File: config.mk
export PLATFORM = sky130hd
export DESIGN_NAME = volume_adjust_flat
export DESIGN_NICKNAME = d
export VERILOG_FILES = /design/src/rtl/volume_adjust_if.sv /design/src/rtl/volume_adjust.sv /design/src/flat_wrapper.sv
export SDC_FILE = /design/constraint.sdc
export NUM_CORES = 1
export LEC_CHECK = 0
export BUFFER_PORTS_ARGS = -buffer_cell sky130_fd_sc_hd__buf_2
export CAP_MARGIN = 20
export CORE_MARGIN = 5
export CORE_UTILIZATION = 60
export DETAILED_ROUTE_END_ITERATION = 8
export GPL_TIMING_DRIVEN = 0
export HOLD_SLACK_MARGIN = 0.03
export PLACE_DENSITY = 0.8
export SLEW_MARGIN = 15
export SYNTH_ARGS = -nofsm -noshare
export SYNTH_HDL_FRONTEND = slang
export SYNTH_SLANG_ARGS = --single-unit
File: constraint.sdc
create_clock -name mclk -period 6.13 [get_ports mclk]
set_clock_uncertainty 0.2 [all_clocks]
set_input_delay 1.226 -clock mclk [delete_from_list [all_inputs] [get_ports mclk]]
set_output_delay 1.226 -clock mclk [all_outputs]
set_load 0.02 [all_outputs]
File: src/rtl/volume_adjust_if.sv
// ============================================================================
// Module : volume_adjust_if
// Brief  : PCM sample/volume bundle between the sample-table read, the volume
//          stage and the I2S serializer.
// Rev    : 1.0  initial release
// ============================================================================
`timescale 1ns/1ps
`default_nettype none

interface volume_adjust_if #(
   parameter int SAMPLE_BITS = 16,
   parameter int VOLUME_BITS = 4
);
   logic signed [SAMPLE_BITS-1:0] sample_in;
   logic        [VOLUME_BITS-1:0] volume;
   logic signed [SAMPLE_BITS-1:0] sample_out;

   modport master (
      output sample_in,
      output volume,
      input  sample_out
   );

   modport slave (
      input  sample_in,
      input  volume,
      output sample_out
   );
endinterface

`default_nettype wire

File: src/rtl/volume_adjust.sv
// ============================================================================
// Module : volume_adjust
// Brief  : Per-sample volume scaling, registered on mclk. Optional volume
//          ramping enabled by defining VOLUME_ADJUST_RAMP_EN.
// Rev    : 1.0  initial release
// ============================================================================
`timescale 1ns/1ps
`default_nettype none

module volume_adjust #(
   parameter int SAMPLE_BITS = 16,
   parameter int VOLUME_BITS = 4,
   parameter int RAMP_DIV    = 256
) (
   input  wire logic        mclk,
   input  wire logic        rst,
   volume_adjust_if.slave   bus
);

   localparam int PROD_BITS = SAMPLE_BITS + VOLUME_BITS + 1;

   if (SAMPLE_BITS < 2 || VOLUME_BITS < 1 || RAMP_DIV < 1) begin : g_param_check
      $error("volume_adjust: illegal parameterisation");
   end

   logic [VOLUME_BITS-1:0] veff;

`ifdef VOLUME_ADJUST_RAMP_EN
   localparam int CNT_BITS = (RAMP_DIV > 1) ? $clog2(RAMP_DIV) : 1;
   localparam logic [CNT_BITS-1:0] CNT_LAST = CNT_BITS'(RAMP_DIV - 1);

   logic [CNT_BITS-1:0]    cnt_q,  cnt_d;
   logic [VOLUME_BITS-1:0] veff_q, veff_d;

   // Retargeting only changes the step direction; the prescaler phase is kept.
   always_comb begin
      cnt_d  = cnt_q;
      veff_d = veff_q;
      if (cnt_q == CNT_LAST) begin
         cnt_d = '0;
         if (veff_q < bus.volume) begin
            veff_d = veff_q + 1'b1;
         end else if (veff_q > bus.volume) begin
            veff_d = veff_q - 1'b1;
         end
      end else begin
         cnt_d = cnt_q + 1'b1;
      end
   end

   always_ff @(posedge mclk) begin
      if (rst) begin
         cnt_q  <= '0;
         veff_q <= '0;
      end else begin
         cnt_q  <= cnt_d;
         veff_q <= veff_d;
      end
   end

   assign veff = veff_q;
`else
   assign veff = bus.volume;
`endif

   logic signed [PROD_BITS-1:0]   w_sample_ext;
   logic signed [PROD_BITS-1:0]   w_vol_ext;
   logic signed [PROD_BITS-1:0]   w_product;
   logic signed [PROD_BITS-1:0]   w_shifted;
   logic signed [SAMPLE_BITS-1:0] sample_out_q, sample_out_d;

   // |gain| < 1 below unity, so truncating the shifted product never overflows.
   always_comb begin
      w_sample_ext = {{(VOLUME_BITS + 1){bus.sample_in[SAMPLE_BITS-1]}}, bus.sample_in};
      w_vol_ext    = {{(SAMPLE_BITS + 1){1'b0}}, veff};
      w_product    = w_sample_ext * w_vol_ext;
      w_shifted    = w_product >>> VOLUME_BITS;
      if (veff == {VOLUME_BITS{1'b1}}) begin
         sample_out_d = bus.sample_in;
      end else if (veff == '0) begin
         sample_out_d = '0;
      end else begin
         sample_out_d = SAMPLE_BITS'(w_shifted);
      end
   end

   always_ff @(posedge mclk) begin
      if (rst) begin
         sample_out_q <= '0;
      end else begin
         sample_out_q <= sample_out_d;
      end
   end

   assign bus.sample_out = sample_out_q;

endmodule

`default_nettype wire

File: src/flat_wrapper.sv
// flat-port wrapper written by rule: the top's interface ports become plain ports
module volume_adjust_flat 
#(
   parameter int SAMPLE_BITS = 16,
   parameter int VOLUME_BITS = 4,
   parameter int RAMP_DIV    = 256
)
  (mclk, rst, bus_sample_in, bus_volume, bus_sample_out);
  volume_adjust_if #(.SAMPLE_BITS(SAMPLE_BITS), .VOLUME_BITS(VOLUME_BITS)) bus_i ();
  input  wire logic mclk;
  input  wire logic rst;
  input wire logic [$bits(bus_i.sample_in)-1:0] bus_sample_in;
  input wire logic [$bits(bus_i.volume)-1:0] bus_volume;
  output wire logic [$bits(bus_i.sample_out)-1:0] bus_sample_out;
  assign bus_i.sample_in = bus_sample_in;
  assign bus_i.volume = bus_volume;
  assign bus_sample_out = bus_i.sample_out;
  volume_adjust #(.SAMPLE_BITS(SAMPLE_BITS), .VOLUME_BITS(VOLUME_BITS), .RAMP_DIV(RAMP_DIV)) u_core (.mclk(mclk), .rst(rst), .bus(bus_i));
endmodule
==> results.py <==
metrics = {
    "grt": {
        "grt_pass1_wl_um": 11100,
        "grt-ovfl-total": 0,
        "groute.usage.overall_pct": 22.3,
        "grt_start_max_net_pins": 11,
        "grt_pass1_vias": 2439,
        "antenna_found_initial": 0,
    },
    "sta": {
        "slew_viol_final": 0,
        "fin_crit_sh_pct": 90.4,
        "tns_ps": 0,
        "slew_headroom_pct": 30.6,
        "hold_viol": 0,
        "worstMarginPinSlew_ps": 1030,
        "finalSetupViolCount": 0,
        "max_freq_ghz": 0.181,
        "period_needed_ps": 5540,
        "rsz0062_at_grt": "no",
    },
    "hold_path": {
        "min_path_cells": 2,
        "min_to": "u_core.bus.sample_out[2]",
        "hold_class": "in -> reg",
        "hold_start": "rst",
    },
    "setup_path": {
        "critPathCaptureType": "register",
        "cp_max_fo": 10,
        "worst_ep_required_time_ps": 6120,
        "cp-start-kind": "primary input",
        "arrival_ps": 5530,
        "critical_path_class": "in -> reg",
    },
    "die": {
        "die_w_um": 78.6,
        "pin_count": 38,
        "num_rows": 25,
        "fp.dieH_um": 78.6,
        "start_util_pct": 60.9,
        "fp.coreArea_um2": 4630,
        "die_area_um2": 6170,
    },
    "yosys": {
        "yosysWarnings": 0,
        "syn_area_per_cell_um2": 7.92,
        "syn_inst": 356,
        "ys_seq_elements": 16,
        "synthArstFlopShare_pct": 0,
        "synth-edff-count": 0,
        "synth_cell_types": 42,
        "syn_nets": 444,
        "synth.yosys.seq_area_share_pct": 11.4,
        "yosys.area.top_type_share_pct": 22.0,
        "synthFlopType": "dfxtp_1",
        "synth_largest_area_cell": "fa_1",
        "synth.cell_area_um2": 2820,
        "synth_area_leaders": "fa_1 (22%), ha_1 (16%), dfxtp_1 (11%)",
    },
    "clocking": {
        "h-tree-depth": 1,
        "postCtsSetupRepairBufs": 0,
        "numCtsBuffers": 3,
        "clk_pin_slew_ps": 70,
        "cts_tree": "built",
        "cts_hold_buf": 0,
        "clockBufferDepth": 2,
        "cts_resized": 0,
        "clockRootBuffer": "clkbuf_8",
        "clkSinkCount": 16,
    },
    "routing": {
        "num_vias": 2510,
        "drtPass1Iterations": 4,
        "drtAntennaViolNets": 0,
        "vias_per_cell": 5.59,
        "drtIter0Drc": 131,
        "drt-total-wl_um": 6410,
        "drc": 0,
        "routedWlPerCell_um": 14.3,
    },
    "placed_design": {
        "dp.cells": 446,
        "dp_hpwl_um": 5300,
        "place_area_um2": 3070,
        "place_congestion": 0.893,
        "port_buffers": 36,
    },
    "cells_and_area": {
        "final_common_cell": "inv_1",
        "finalInstanceArea_um2": 3110,
        "diodes": 0,
        "finalNonFillerCells": 449,
        "drive_gt1_share_pct": 10.9,
        "area_delta_synth_final_pct": 10.2,
        "mostFrequentLayoutCells": "inv_1 (70), and2_1 (44), nand2_1 (39)",
        "largest_reg_flops": 16,
        "final_nets": 485,
    },
    "power": {
        "fin_total_pwr_uw": 702,
        "p_leak_uw": 0.00166,
        "cellPowerDensity_nw_per_um2": 226,
        "vdd_drop_max_mv": 0.110,
    },
    "run": {
        "cap_violations": 0,
    },
    "status": {
        "status": "completed",
    },
}
[cell usage after synthesis (3+ instances only)]
cell type and number:
inv_1 70, and2_1 44, nand2_1 39, ha_1 35, fa_1 31, nor2_1 18, o21ai_0 18, dfxtp_1 16
xnor2_1 10, a21oi_1 9, clkbuf_1 9, nand4_1 4, a21o_1 3, and3_1 3, and4_1 3, nand3_1 3
nor3_1 3, nor4_1 3, o31ai_1 3, xor2_1 3
[worst max path at each step]
| stage | from | endpoint | slack [ps] | cells after the start |
|---|---|---|---|---|
| global route | bus_volume[2] | u_core.bus.sample_out[15] | 370 | 15 |
| finish | bus_volume[2] | u_core.bus.sample_out[15] | 590 | 15 |
| floorplan | bus_volume[2] | u_core.bus.sample_out[8] | 1100 | 14 |
| global placement | bus_volume[2] | u_core.bus.sample_out[15] | 470 | 15 |
| CTS | bus_volume[2] | u_core.bus.sample_out[15] | 630 | 15 |
| detailed placement | bus_volume[2] | u_core.bus.sample_out[15] | 380 | 15 |
[critical path: stages]
cell,delay [ps]
buf_2,170
clkbuf_1,380
and2_1,200
ha_1,250
fa_1,540
inv_1,50
fa_1,520
inv_1,40
ha_1,320
and4_1,200
a221o_2,420
a21oi_1,260
o21ai_0,340
a2111oi_0,440
nand3b_1,170
[kinds of logic (layout without fill, tap and decap cells)]
logic type | count (synthesis) | in the layout | synth area share, %
fa+ha+maj | 66 | 66 | 37.5
xor+xnor | 13 | 13 | 4.04
compound gates | 54 | 54 | 12.8
mux | 1 | 1 | 0.355
buf+inv | 80 | 119 | 10.9
simple gates | 126 | 126 | 23.0
flops | 16 | 16 | 11.4
[routing by layer]
metal	GRT usage [%]	vias to the layer above	wire length [um]
li1	-	1226	-
met1	29.0	1202	2820
met2	40.2	77	3210
met3	2.18	5	338
met4	4.20	0	44
met5	0	-	0
[metrics by stage]
stage	setup slack (ps)	hold WS [ps]	utilization [%]
finish	590	1000	67.2
global route	371	1010	67.2
CTS	630	998	67.2
detailed placement	376	1270	66.3
global placement	468	1270	66.3
floorplan	1100	1100	-
[report_power, final]
part	switching [uW]	leakage (uW)	internal [uW]
Combinational	285	0.00150	189
Sequential	6.14	0.000133	137
Clock	41.1	0.0000216	43.7
Total	332	0.00166	370
[area by class of cell]
cell class | count | area [um^2]
Inverter | 70 | 263
Fill cell | 385 | 1520
Timing Repair Buffer | 36 | 180
Buffer | 10 | 45.0
Clock buffer | 3 | 41.3
Sequential cell | 16 | 320
Multi-Input combinational cell | 260 | 2190
Tap cell | 54 | 67.6
No activity file was read; power rests on OpenSTA's default activity.
